`config.mk`:
```
export PLATFORM = sky130hd
export DESIGN_NAME = oam_dma
export DESIGN_NICKNAME = d
export VERILOG_FILES = /design/src/rtl/gb_pkg.sv /design/src/rtl/oam_dma.sv
export SDC_FILE = /design/constraint.sdc
export NUM_CORES = 1
export LEC_CHECK = 0
export CAP_MARGIN = 25
export CELL_PAD_IN_SITES_DETAIL_PLACEMENT = 1
export CELL_PAD_IN_SITES_GLOBAL_PLACEMENT = 1
export CORE_MARGIN = 5
export CORE_UTILIZATION = 26
export CTS_BUF_LIST = sky130_fd_sc_hd__clkbuf_2
export DETAILED_ROUTE_END_ITERATION = 12
export GPL_ROUTABILITY_DRIVEN = 0
export HOLD_SLACK_MARGIN = 0.06
export MAX_ROUTING_LAYER = met4
export PLACE_DENSITY_LB_ADDON = 0.1
export SYNTH_ARGS = -nofsm -noshare
export SYNTH_HDL_FRONTEND = slang
export SYNTH_SLANG_ARGS = --single-unit
```
`constraint.sdc`:
```
create_clock -name i_clk -period 1.44 [get_ports i_clk]
set_input_delay 0.36 -clock i_clk [delete_from_list [all_inputs] [get_ports i_clk]]
set_output_delay 0.36 -clock i_clk [all_outputs]
set_load 0.05 [all_outputs]
```
`src/rtl/gb_pkg.sv`:
```
// Shared DMG core constants and types used by the OAM DMA sequencer.
// Latency: none (declarations only).
// Backpressure: none (declarations only).
package gb_pkg;

    localparam logic [15:0] DMA_REG_ADDR = 16'hFF46;
    localparam logic [15:0] OAM_BASE     = 16'hFE00;
    localparam int          OAM_DMA_LEN  = 160;
    localparam logic [7:0]  ECHO_PAGE_LO = 8'hE0;

    typedef enum logic [1:0] {
        IDLE = 2'd0,
        WAIT = 2'd1,
        XFER = 2'd2
    } dma_state_t;

endpackage

```
`src/rtl/oam_dma.sv`:
```
// OAM DMA sequencer: FF46 write copies LEN bytes from {page, idx} into OAM, one byte per M-cycle.
// Latency: first OAM write follows the (START_DELAY+1)th mcyc_ce after the FF46 write, last one the (START_DELAY+LEN)th.
// Backpressure: none; progress is paced purely by mcyc_ce, and a new FF46 write restarts the copy at any time.
module oam_dma
    import gb_pkg::*;
#(
    parameter int LEN         = OAM_DMA_LEN,
    parameter int START_DELAY = 2
) (
    input  logic        i_clk,
    input  logic        i_rst_n,
    input  logic        i_mcyc_ce,
    input  logic        i_reg_we,
    input  logic [7:0]  i_reg_wdata,
    output logic [7:0]  o_reg_rdata,
    output logic [15:0] o_src_addr,
    output logic        o_src_re,
    input  logic [7:0]  i_src_rdata,
    output logic [7:0]  o_oam_addr,
    output logic [7:0]  o_oam_wdata,
    output logic        o_oam_we,
    output logic        o_busy,
    output logic        o_oam_lock
);

    localparam int               DLY_W    = $clog2(START_DELAY + 1);
    localparam logic [DLY_W-1:0] DLY_INIT = DLY_W'(START_DELAY);
    localparam logic [DLY_W-1:0] DLY_ONE  = DLY_W'(1);
    localparam logic [7:0]       LAST_IDX = 8'(LEN - 1);

    dma_state_t       r_state;
    logic [7:0]       r_page;
    logic [7:0]       r_idx;
    logic [DLY_W-1:0] r_dly;
    logic             r_restart;
    logic [7:0]       r_oam_addr;
    logic [7:0]       r_oam_wdata;
    logic             r_oam_we;

    logic [7:0]       w_page_eff;
    logic             w_xfer;
    logic             w_hold;

    // Echo RAM (E000-FDFF) mirrors work RAM, so those pages are redirected 8 KiB down.
    always_comb begin
        w_page_eff = r_page;
        if (r_page >= ECHO_PAGE_LO) begin
            w_page_eff = r_page - 8'h20;
        end
    end

    assign w_xfer = (r_state == XFER);
    // A restart keeps the bus granted through the start delay so the CPU never sees a gap.
    assign w_hold = w_xfer || ((r_state == WAIT) && r_restart);

    assign o_reg_rdata = r_page;
    assign o_src_re    = w_xfer;
    assign o_src_addr  = w_xfer ? {w_page_eff, r_idx} : 16'h0000;
    assign o_busy      = w_hold;
    assign o_oam_lock  = w_hold;
    assign o_oam_addr  = r_oam_addr;
    assign o_oam_wdata = r_oam_wdata;
    assign o_oam_we    = r_oam_we;

    // Sequencer state, page register, start-delay and byte-index counters; FF46 writes win over mcyc_ce.
    always_ff @(posedge i_clk or negedge i_rst_n) begin
        if (!i_rst_n) begin
            r_state   <= IDLE;
            r_page    <= 8'hFF;
            r_idx     <= 8'h00;
            r_dly     <= '0;
            r_restart <= 1'b0;
        end else if (i_reg_we) begin
            r_state   <= WAIT;
            r_page    <= i_reg_wdata;
            r_idx     <= 8'h00;
            r_dly     <= DLY_INIT;
            r_restart <= w_hold;
        end else if (i_mcyc_ce) begin
            case (r_state)
                WAIT: begin
                    r_dly <= r_dly - DLY_ONE;
                    if (r_dly == DLY_ONE) begin
                        r_state <= XFER;
                    end
                end
                XFER: begin
                    if (r_idx == LAST_IDX) begin
                        r_state   <= IDLE;
                        r_restart <= 1'b0;
                    end else begin
                        r_idx <= r_idx + 8'd1;
                    end
                end
                default: begin
                    r_state <= IDLE;
                end
            endcase
        end
    end

    // OAM write port: capture the source byte at the end of each transfer M-cycle, strobe for one clk.
    always_ff @(posedge i_clk or negedge i_rst_n) begin
        if (!i_rst_n) begin
            r_oam_we    <= 1'b0;
            r_oam_addr  <= 8'h00;
            r_oam_wdata <= 8'h00;
        end else begin
            r_oam_we <= 1'b0;
            if (!i_reg_we && i_mcyc_ce && w_xfer) begin
                r_oam_we    <= 1'b1;
                r_oam_addr  <= r_idx;
                r_oam_wdata <= i_src_rdata;
            end
        end
    end

endmodule

```
Word level (Yosys, flattened, before mapping)
Cells that the tools add are included.
{"block": "totals", "out_inout_bits": 44, "elab_cells": 51, "input_bits": 20, "reg_bits": 38}
{"block": "op_classes", "muxes": 19, "reduce_logical": 13, "add_sub_neg": 3, "order_cmp": 1, "n_eq_ne": 7}
{"operator": "8-bit 2-to-1 mux", "count": 5}
{"operator": "16-bit 2-to-1 mux", "count": 1}
{"operator": "2-bit 2-to-1 mux", "count": 7}
{"operator": "3-bit AND reduction", "count": 3}
{"operator": "8-bit by 1-bit adder with 8-bit output (second input constant)", "count": 1}
{"operator": "8-bit == test (second input constant)", "count": 1}
{"operator": "8-bit greater-or-equal comparator (second input constant)", "count": 1}
{"operator": "2-bit nonzero test", "count": 4}
{"operator": "8-bit by 6-bit subtractor with 8-bit output (second input constant)", "count": 1}
{"operator": "3-bit by 2-bit inequality test with 1-bit output (second input constant)", "count": 2}
{"operator": "1-bit 2-to-1 mux", "count": 5}
{"operator": "2-bit by 1-bit == test with 1-bit output (second input constant)", "count": 2}
{"operator": "2-bit case mux with 2 select lines", "count": 1}
{"operator": "1-bit logical AND", "count": 3}
{"operator": "2-bit == test (second input constant)", "count": 1}
{"operator": "2-bit inequality test (second input constant)", "count": 1}
{"operator": "2-bit AND reduction", "count": 1}
{"operator": "2-bit by 1-bit subtractor with 2-bit output (second input constant)", "count": 1}
{"operator": "1-bit zero test", "count": 1}
{"operator": "1-bit logical OR", "count": 1}

Longest topological paths before layout
{"block": "depth", "ltp_word": 5, "mapped_depth": 5}

Worst setup path before layout
Ideal clock, no wire load.
{"block": "synth_path", "path_type": "register -> output", "from": "register r_page[5] (netlist: o_reg_rdata[5])", "to": "output port o_src_addr[14]", "setup_slack_ns": -0.827, "n_path_buf": 0, "path_stages_with_launch": 4, "t_arrival_ns": 1.907, "cell_sequence": "dfstp_2 > inv_1 > ha_1 > a31oi_1"}
{"block": "synth_between", "elab_chain_cells": 3, "word_cells_on_any_way": 4, "cone_classes": "1 x add/sub; 1 x order compare; 2 x mux"}
{"element": "start, declared", "line_no": "oam_dma.sv:32", "rtl": "logic [7:0] r_page;"}
{"element": "start signal, assigned", "line_no": "oam_dma.sv:75", "rtl": "r_page <= i_reg_wdata;"}
{"element": "8-bit by 6-bit subtractor with 8-bit output or 8-bit greater-or-equal comparator (tied branches)", "line_no": "oam_dma.sv:48, oam_dma.sv:47"}
{"element": "8-bit 2-to-1 mux (*)", "line_no": "oam_dma.sv:47", "rtl": "if (r_page >= ECHO_PAGE_LO) begin"}
{"element": "16-bit 2-to-1 mux (*)", "line_no": "oam_dma.sv:58", "rtl": "assign o_src_addr = w_xfer ? {w_page_eff, r_idx} : 16'h0000;"}
{"element": "end, declared", "line_no": "oam_dma.sv:16", "rtl": "output logic [15:0] o_src_addr,"}
Mark *: on every way between the ends. The rest lies on a longest branch, timed or not.

Final worst setup path
Ends and elaborated chain as after synthesis.

==> summary.md <==
| Metric | Value |
|---|---|
| Critical path cell sequence | `inv_4 > ha_4 > a31oi_4 > buf_12` |
| RR Startpoint | `r_state[0]` |
| FP Rows | `30` |
| Antenna diodes | `0` |
| Setup crit start | `o_reg_rdata[5]` |
| Core box area | `6790 um2` |
| Max-slew headroom | `77.3%` |
| Setup crit end kind | `primary output` |
| Total Power | `0.00278 W` |
| Crit path max-delay cell type | `dfstp_4` |
| First-pass GRT wire length | `10200 um` |
| CP required | `1.08 ns` |
| Clock tree buffer depth | `2` |
| Ports | `64` |
| Worst path max stage delay | `0.68 ns` |
| Wirelength per Cell | `18.4 um` |
| R2r endpoint | `o_oam_addr[7]` |
| # setup viols final | `55` |
| Clock transition at path regs | `0.23 ns` |
| Syn Nets | `177` |
| I/O Buffers | `63` |
| Multi-input logic area | `1050 um2` |
| FMAX | `487 MHz` |
| Final clock skew | `0.0318 ns` |
| Comb pwr share | `25.8%` |
| Drt total wl | `6790 um` |
| Worst setup path endpoint | `o_src_addr[14]` |
| Hold Path Class | `input pin to async pin` |
| Die Span X | `93.6 um` |
| FF+latch area | `968 um2` |
| Most common cell after layout, fill and taps aside | `buf_12` |
| Sw Ratio | `28.7%` |
| Setup ws final | `-0.612 ns` |
| Maxcap violations | `0` |
| Antenna-violating nets left | `0` |
| H-tree levels | `2` |
| Seq pwr share | `42.8%` |
| Period utilization | `142%` |
| Layout cells sized above 1 | `65.9%` |
| Final instance area | `3930 um2` |
| Area growth from synthesis to layout | `116%` |
| Worst R2R Setup Slack | `-0.41 ns` |
| Worst-Skew Late Latency | `0.42 ns` |
| Initial cell density of the core | `26.7%` |
| Final Critical Period | `2.05 ns` |
| Status | `finished, violations left` |
| Syn Area/Cell | `11.8 um2` |
| Synthesized instance count | `154` |
| Vias in the first global route | `1939` |
| Power Dens Cells | `707 nW/um2` |
| Mapped Area | `1820 um2` |
| Synth Warn # | `0` |
| Worst EP arrival | `1.69 ns` |
| Layout net count | `295` |
| Worst-Margin Slew | `0.341 ns` |
| CTS buffer count | `5` |
| DRT iter0 DRCs | `41` |
| P_sw | `0.000796 W` |
| DP Area | `3330 um2` |
| Static Leak | `1.73 nW` |
| Residual DRC count | `0` |
| Post-synthesis sequential area ratio | `52.9%` |
| Dpl ws | `-0.580 ns` |
| CTS tree | `done` |
| Hold Vio Cnt, Final | `0` |
| Largest net degree at the start of global routing | `15` |
| Die Y | `93.6 um` |
| Total track usage | `15.6%` |
| Initial antenna violation count | `0` |
| Cell variety after synth | `40` |
| Drt via density | `4.69` |
| RSZ-0062 raised after global routing | `true` |
| Die area | `8760 um2` |
| Final slew viol count | `0` |
| Failing checks | `negative setup slack` |
| Int Pwr | `0.00198 W` |
| Clk sinks | `38` |
| Flops & latches, synth | `38` |
| Fillcell total | `660` |
| Drt pass-1 iters | `4` |
| Critical Path Source Type | `flip-flop` |
| Global route overflow | `0` |
| Most frequent cells in the layout | `48 x buf_12, 30 x dfrtp_1, 24 x buf_4` |
| Worst reg-to-reg path cell count | `8` |
| Maximum VDD drop | `0.306 mV` |
| HPWL Detailed | `4380 um` |
| Crit-path max FO | `2` |
| Root buf cell | `clkbuf_2` |
| Clock share of power | `31.4%` |
| CP Class | `flip-flop to primary output` |
| DR vias | `1732` |
## synth_stat cells
cell type | number | area [um2]
a211oi_1 | 1 | 7.51
a211o_1 | 1 | 8.76
nand2_1 | 6 | 22.5
mux2i_1 | 1 | 10.0
buf_2 | 2 | 10.0
xor2_1 | 1 | 8.76
nand4b_1 | 1 | 8.76
dfstp_2 | 8 | 210
a21o_1 | 1 | 7.51
nand4bb_1 | 1 | 11.3
or4_1 | 1 | 7.51
a221oi_1 | 1 | 8.76
and4b_1 | 1 | 10.0
nand3_1 | 3 | 15.0
a31oi_1 | 3 | 18.8
a21oi_1 | 5 | 25.0
and2_1 | 14 | 87.6
and2b_1 | 1 | 7.51
nor2b_1 | 6 | 37.5
nor2_4 | 1 | 11.3
o21ai_0 | 5 | 25.0
mux2_2 | 26 | 293
nor2_1 | 8 | 30.0
and3_1 | 2 | 12.5
clkbuf_8 | 1 | 13.8
nand2b_1 | 2 | 12.5
nand4_1 | 1 | 6.26
and3_2 | 1 | 7.51
buf_1 | 1 | 3.75
buf_4 | 1 | 7.51
nor3_1 | 2 | 10.0
ha_1 | 3 | 37.5
inv_1 | 4 | 15.0
and4bb_2 | 1 | 12.5
clkbuf_1 | 2 | 7.51
dfrtp_1 | 30 | 751
clkbuf_2 | 1 | 5.00
nand3b_1 | 2 | 15.0
a311oi_1 | 1 | 8.76
and4_1 | 1 | 8.76
## state kept, by name, summed over array words and instances (netlist names)
| name | cells |
|---|---|
| o_oam_wdata | 8 |
| r_restart | 1 |
| r_idx | 8 |
| o_oam_we | 1 |
| o_reg_rdata | 8 |
| o_oam_addr | 8 |
| r_state | 2 |
| r_dly | 2 |
## logic make-up (layout without fill, tap and decap cells)
| logic type | count (synthesis) | in the layout | share of synthesized area (%) |
|---|---|---|---|
| AOI/OAI and AO/OA | 18 | 18 | 6.06 |
| and+or+nand+nor | 55 | 55 | 18.4 |
| xor gates and xnor gates | 1 | 1 | 0.482 |
| DFF | 38 | 38 | 52.9 |
| muxes | 27 | 27 | 16.7 |
| buffers and inverters | 12 | 131 | 3.44 |
| adders and majority gates | 3 | 3 | 2.07 |
## power by group through the flow
stage / Sequential (W) / Clock (W) / Combinational, W
global placement: 0.00120 / 0 / 0.000639
floorplan: 0.00130 / 0 / 0.000217
CTS: 0.00119 / 0.000893 / 0.000723
global route: 0.00120 / 0.000928 / 0.000752
finish: 0.00119 / 0.000872 / 0.000715
detailed placement: 0.00120 / 0 / 0.000652
## critical path, delay by kind of cell (launching register included)
family | cells | cell delay (ns)
buffers and inverters | 2 | 0.20
AO/OA/AOI/OAI | 1 | 0.16
flip-flops | 1 | 0.68
adder cells (fa/ha/maj) | 1 | 0.23
## worst min path at each step
stage | from | end
floorplan | i_rst_n | o_oam_addr[0]
global placement | i_rst_n | r_dly[1]
detailed placement | i_rst_n | r_dly[1]
CTS | i_rst_n | r_dly[0]
global route | i_rst_n | r_state[1]
finish | i_rst_n | r_state[0]
## layout make-up
cell class | instances | share of cell area (%)
clock buffers | 5 | 0.638
clock inverters | 3 | 1.75
inverters | 4 | 0.574
multi-input cells | 104 | 26.8
flip-flops and latches | 38 | 24.7
well taps | 96 | 3.06
repair buffers | 119 | 42.5
## stage by stage
step | utilization (%) | cells | setup TNS [ns] | hold slack (ns)
6_report | 57.8 | 369 | -20.88 | 0.325
5_1_grt | 57.8 | 369 | -23.87 | 0.334
4_1_cts | 56.4 | 364 | -17.95 | 0.337
3_5_place_dp | 49.0 | 331 | -15.72 | 0.285
3_3_place_gp | 49.0 | 331 | -13.54 | 0.276
2_1_floorplan | - | 154 | -1.91 | 0.0644
## what timing repair did
item,in CTS,in global routing
endpoints found under the hold margin,4,0
gates resized for setup,53,21
pin swaps,11,15
buffers inserted,23,14
gates cloned,2,1
hold buffers,1,0
setup endpoints to repair,54,66
## layer usage
layer	track usage (%)	wire length [um]	vias to the layer above
li1	-	-	773
met1	17.2	2680	896
met2	28.2	3690	57
met3	3.46	349	6
met4	4.57	63	0
met5	-	0	-
Power figures use the tool's default switching activity.
==> edit 1 (same settings) <==
Add an input register stage for `i_reg_wdata`, without a reset; this delays it by one clock. The other inputs are not delayed to match.
--- a/src/rtl/oam_dma.sv
+++ b/src/rtl/oam_dma.sv
@@ -27,6 +27,12 @@
     localparam logic [DLY_W-1:0] DLY_INIT = DLY_W'(START_DELAY);
     localparam logic [DLY_W-1:0] DLY_ONE  = DLY_W'(1);
     localparam logic [7:0]       LAST_IDX = 8'(LEN - 1);
+
+    logic [7:0] i_reg_wdata_q;
+
+    always_ff @(posedge i_clk) begin
+        i_reg_wdata_q <= i_reg_wdata;
+    end
 
     dma_state_t       r_state;
     logic [7:0]       r_page;
@@ -72,7 +78,7 @@
             r_restart <= 1'b0;
         end else if (i_reg_we) begin
             r_state   <= WAIT;
-            r_page    <= i_reg_wdata;
+            r_page    <= i_reg_wdata_q;
             r_idx     <= 8'h00;
             r_dly     <= DLY_INIT;
             r_restart <= w_hold;
Formal check against the unedited RTL: not equivalent (Yosys sat finds a counterexample within 4 cycles, from zero or initial values and one cycle with i_rst_n low).
==> edit 1 against the unedited design <==
  * The flow still finishes with violations (setup timing)
  * Total power shrank 3.7%
  * Global-route usage shrank 2.7 points
  * Sequential power grew 18%
  * Worst hold slack gained 0.039 ns
  * Routed wire length shrank 11%
  * Sequential share of layout area grew 3.8 points
  * Worst setup slack gained 0.040 ns
  * Synthesized area grew 13%
  * Cell count grew 2.7%
  * Synthesized cell count grew 9.1%
  * Design area grew 0.92%
  * Sequential cell count grew 8
  * Critical path type unchanged
  * Critical endpoint unchanged
  * Largest cell class unchanged
  * Largest power group unchanged
==> edit 1: results (changes against the unedited design) <==
Final layout
  • Final-layout fill cell count: 769 (+17%)
  • Final non-filler cell area: 3960 um^2 (+0.92%)
  • Layout Nets: 299 (+1.4%)

Synthesis
  • Yosys cell types: 45 (+13%)
  • Most area-consuming cells after synthesis: dfrtp_1 (36%), dfstp_2 (10%), mux2_2 (8.8%), dfxtp_1 (7.8%), mux2_4 (5.8%)
  • Async set-reset flop share out of synthesis: 82.6% (-17 points)
  • Count of yosys warnings during synthesis: 0 (unchanged)
  • Post-synthesis net count: 191 (+7.9%)
  • Post-synthesis sequential area ratio: 54.5% (+1.6 points)

Placement
  • HPWL reported at the end of detailed placement: 4220 um (-3.7%)
  • Pre-CTS WS: -0.393 ns (+0.187 ns)
  • Total of buffers placed on input and output ports: 63 (unchanged)
  • Placed inst area: 3560 um^2 (+7.0%)

GRT
  • Number of antenna violations at the first check in global routing: 0 (unchanged)
  • Global Route met3 Usage: 2.97% (-0.49 points)
  • GR Util met1: 16.1% (-1.1 points)
  • Pin count of the biggest net entering global routing: 21 (+6)
  • Tot GR Track Use: 12.9% (-2.7 points)
  • First-pass GRT wire length: 9900 um (-3.4%)
  • Met2 Track Usage GR: 20.9% (-7.4 points)
  • Vias in the first global route: 1,905 (-1.8%)

Timing
  • Final hold slack: 0.363 ns (+0.0386 ns)
  • # setup viols final: 50 (-9.1%)
  • Relative slew slack: 79.0% (+1.8 points)
  • Sum Neg Setup Slack: -12.69 ns (+8.19 ns)
  • Slack of the critical path: -0.572 ns (+0.0398 ns)

Drt
  • DR WL/cell: 16.0 um (-13%)
  • Vias after detailed routing: 1,715 (-0.98%)
  • Starting DRC count in detailed routing: 50 (+22%)
  • DR vias/cell: 4.53 (-3.6%)

Status
  • Violated checks: setup timing
  • Run status: complete, but fails checks

Clock network
  • Clock transition at the registers of the reported paths: 0.21 ns (-0.02 ns)

Critical path
  • Worst r2r path cells: 5 (-3)
  • Arrival time at the worst endpoint: 1.65 ns (-0.04 ns)
  • Endpoint of the worst register-to-register path: o_oam_addr[1]
  • Crit path max-delay cell type: dfstp_4
  • Slack of the worst reg-to-reg path: -0.18 ns (+0.23 ns)

Pwr
  • Leakage Power: 1.74 nW (+0.91%)
  • Peak supply drop: 0.322 mV (+5.4%)
==> edit 1: cell types whose count changed after synthesis, moves of 2 or more <==
| cell | delta |
|---|---|
| nand2_1 | +7 |
| nor2b_1 | -3 |
| mux2_4 | +8 |
| mux2_2 | -10 |
| nand2b_1 | -2 |
| dfxtp_1 | +8 |
| clkbuf_1 | +2 |
| o31ai_1 | +3 |
| nor2_1 | -5 |
| and3b_1 | +2 |
==> edit 1: kinds of logic after synthesis <==
family / count (synthesis) / synth area share, %
muxes: 25 / 15.1
AOI/OAI and AO/OA: 24 / 7.97
adders and majority gates: 3 / 1.83
buffers and inverters: 16 / 4.44
and+or+nand+nor: 53 / 15.8
DFF: 46 / 54.5
xor gates and xnor gates: 1 / 0.426
==> edit 1: layout make-up <==
type | count | area [um^2] | share of cell area [%]
Clock buffer | 7 | 35.0 | 0.884
Clock inverter | 1 | 30.0 | 0.758
Inverter | 5 | 23.8 | 0.600
Multi-Input combinational cell | 106 | 1040 | 26.3
Sequential cell | 46 | 1130 | 28.5
Tap cell | 102 | 128 | 3.22
Timing Repair Buffer | 112 | 1570 | 39.7
==> edit 1: repair_timing <==
item | CTS | global route
gates resized for setup | 28 | 14
endpoints found under the setup margin | 50 | 67
hold endpoints to repair | 3 | 0
setup buffers | 6 | 7
pin swaps | 18 | 5
gates cloned | 2 | 1
hold buffers | 1 | 0
==> edit 1: where the power goes <==
group / internal (mW) / switching, mW / leakage (nW) / total (mW)
clock: 0.309 / 0.409 / 0.0432 / 0.718
sequential: 1.36 / 0.0491 / 0.561 / 1.41
combinational: 0.285 / 0.257 / 1.14 / 0.542
total: 1.96 / 0.715 / 1.74 / 2.67
==> edit 1: routing by layer <==
metal,vias up,share of wire [%]
met4,0,1.4
li1,801,-
met5,-,0
met2,43,48
met3,9,3.6
met1,862,47
==> edit 2 (same flow settings) <==
Without the edit above. `START_DELAY`: 2 -> 4.
--- a/src/rtl/oam_dma.sv
+++ b/src/rtl/oam_dma.sv
@@ -5,7 +5,7 @@
     import gb_pkg::*;
 #(
     parameter int LEN         = OAM_DMA_LEN,
-    parameter int START_DELAY = 2
+    parameter int START_DELAY = 4
 ) (
     input  logic        i_clk,
     input  logic        i_rst_n,
Check against the original RTL: not equivalent (a bounded check fails within 4 cycles, from zero or initial values and one cycle with i_rst_n low).
==> edit 2 against the unedited design <==
  * The flow still finishes with violations (setup timing)
  * Critical path type unchanged
  * Clock power fell by 24%
  * Design area is 4.7% lower
  * First-iteration DRC count fell by 39%
  * Register-to-register slack improved by 0.11 ns
  * Fmax rose by 1.6%
  * Routed wire length fell by 9.2%
  * Worst setup slack better by 0.033 ns
  * Global-route usage fell by 1.1 points
  * Total power shrank 7.0%
  * Synthesized area up 5.8%
  * Synthesized cell count up 1.3%
  * Sequential cell count increased by 1
  * Worst hold slack improved by 0.11 ns
  * Cell count fell by 1.6%
==> edit 2: results (changes against the unedited design) <==
Status
  • Run status: complete, but fails checks
  • Violated checks: setup timing

Synthesis
  • Area fraction in compound gates after synthesis: 7.29% (+1.2 points)
  • Share of the synthesized netlist area taken by xor and xnor gates: 2.73% (+2.3 points)
  • Yosys cell types: 39 (-2.5%)
  • Post-synthesis sequential area ratio: 51.3% (-1.6 points)
  • Mapped Cells: 156 (+1.3%)
  • Post-synthesis adder-cell area fraction: 2.60% (+0.54 points)
  • Share of cell area taken by muxes after synthesis: 15.0% (-1.7 points)

Placement
  • Placed inst area: 3350 um^2 (+0.64%)
  • HPWL reported at the end of detailed placement: 4380 um (+0.16%)
  • Number of placed instances with taps included: 335 (+1.2%)
  • Pre-CTS WS: -0.446 ns (+0.133 ns)

Pwr
  • Leakage Power: 1.64 nW (-5.2%)
  • Peak supply drop: 0.374 mV (+22%)

Timing
  • # setup viols final: 53 (-3.6%)
  • Slew at the pin with the worst max-slew slack: 0.245 ns (-0.0967 ns)
  • Maximum clock skew at final layout: 0.0116 ns (-0.0202 ns)
  • Slack of the critical path: -0.579 ns (+0.0331 ns)
  • Sum Neg Setup Slack: -15.41 ns (+5.47 ns)

Final layout
  • Number of standard cells in the final layout excluding fillers: 363 (-1.6%)
  • Final-layout fill cell count: 737 (+12%)
  • Fraction of final layout cells sized beyond drive strength 1: 61.4% (-4.6 points)
  • Post-layout utilization of the core: 51.8% (-6.0 points)

GRT
  • Met2 Track Usage GR: 26.7% (-1.5 points)
  • First-pass GRT wire length: 9710 um (-5.3%)
  • GR Util met1: 15.5% (-1.7 points)
  • Vias in the first global route: 1,815 (-6.4%)

Critical path
  • Worst setup path endpoint: o_src_addr[14]
  • Endpoint of the worst register-to-register path: o_oam_wdata[4]
  • Reg-to-Reg Start: r_state[1]
  • Slack of the worst reg-to-reg path: -0.30 ns (+0.11 ns)
  • Arrival time at the worst endpoint: 1.66 ns (-0.03 ns)
  • Maximum net fanout on the critical path: 2 (unchanged)

Drt
  • Met3 layer wire length in the routed design: 280 um (-20%)
  • Starting DRC count in detailed routing: 25 (-39%)
  • Number of iterations in the first detailed-routing pass: 3 (-1)
  • DR WL/cell: 17.0 um (-7.7%)
  • Vias after detailed routing: 1,575 (-9.1%)
  • Amount of wire on met2 after detailed routing: 3420 um (-7.3%)
  • Routed metal-1 wirelength: 2380 um (-11%)

Clock network
  • Post-cts hold buffer count: 1 (unchanged)
  • Latest clock arrival within the worst-skew pair: 0.40 ns (-0.02 ns)
  • Total setup buffers inserted after CTS: 12 (-48%)
  • Clock transition at the registers of the reported paths: 0.21 ns (-0.02 ns)
  • Clk Tree Root Cell: clkbuf_2
  • Resized cells post-CTS: 40 (-25%)
-- edit 2: power groups by stage --
stage	clock (mW)	combinational [mW]	sequential, mW
2_1_floorplan	0	0.231	1.33
3_3_place_gp	0	0.635	1.23
3_5_place_dp	0	0.661	1.24
4_1_cts	0.691	0.691	1.22
5_1_grt	0.744	0.732	1.23
6_report	0.661	0.701	1.22
-- edit 2: cells by family (layout without fill, tap and decap cells) --
family,Yosys count,in the layout
flops,39,39
xor+xnor,6,6
simple gates,49,49
compound gates,20,20
mux,23,23
fa+ha+maj,4,4
buf+inv,15,123
-- edit 2: area by class of cell --
type | count | share of cell area, %
clock inverters | 3 | 1.04
inverters | 5 | 0.703
multi-input cells | 102 | 26.2
well taps | 99 | 3.31
clock buffers | 5 | 0.669
flip-flops and latches | 39 | 26.7
repair buffers | 110 | 41.4
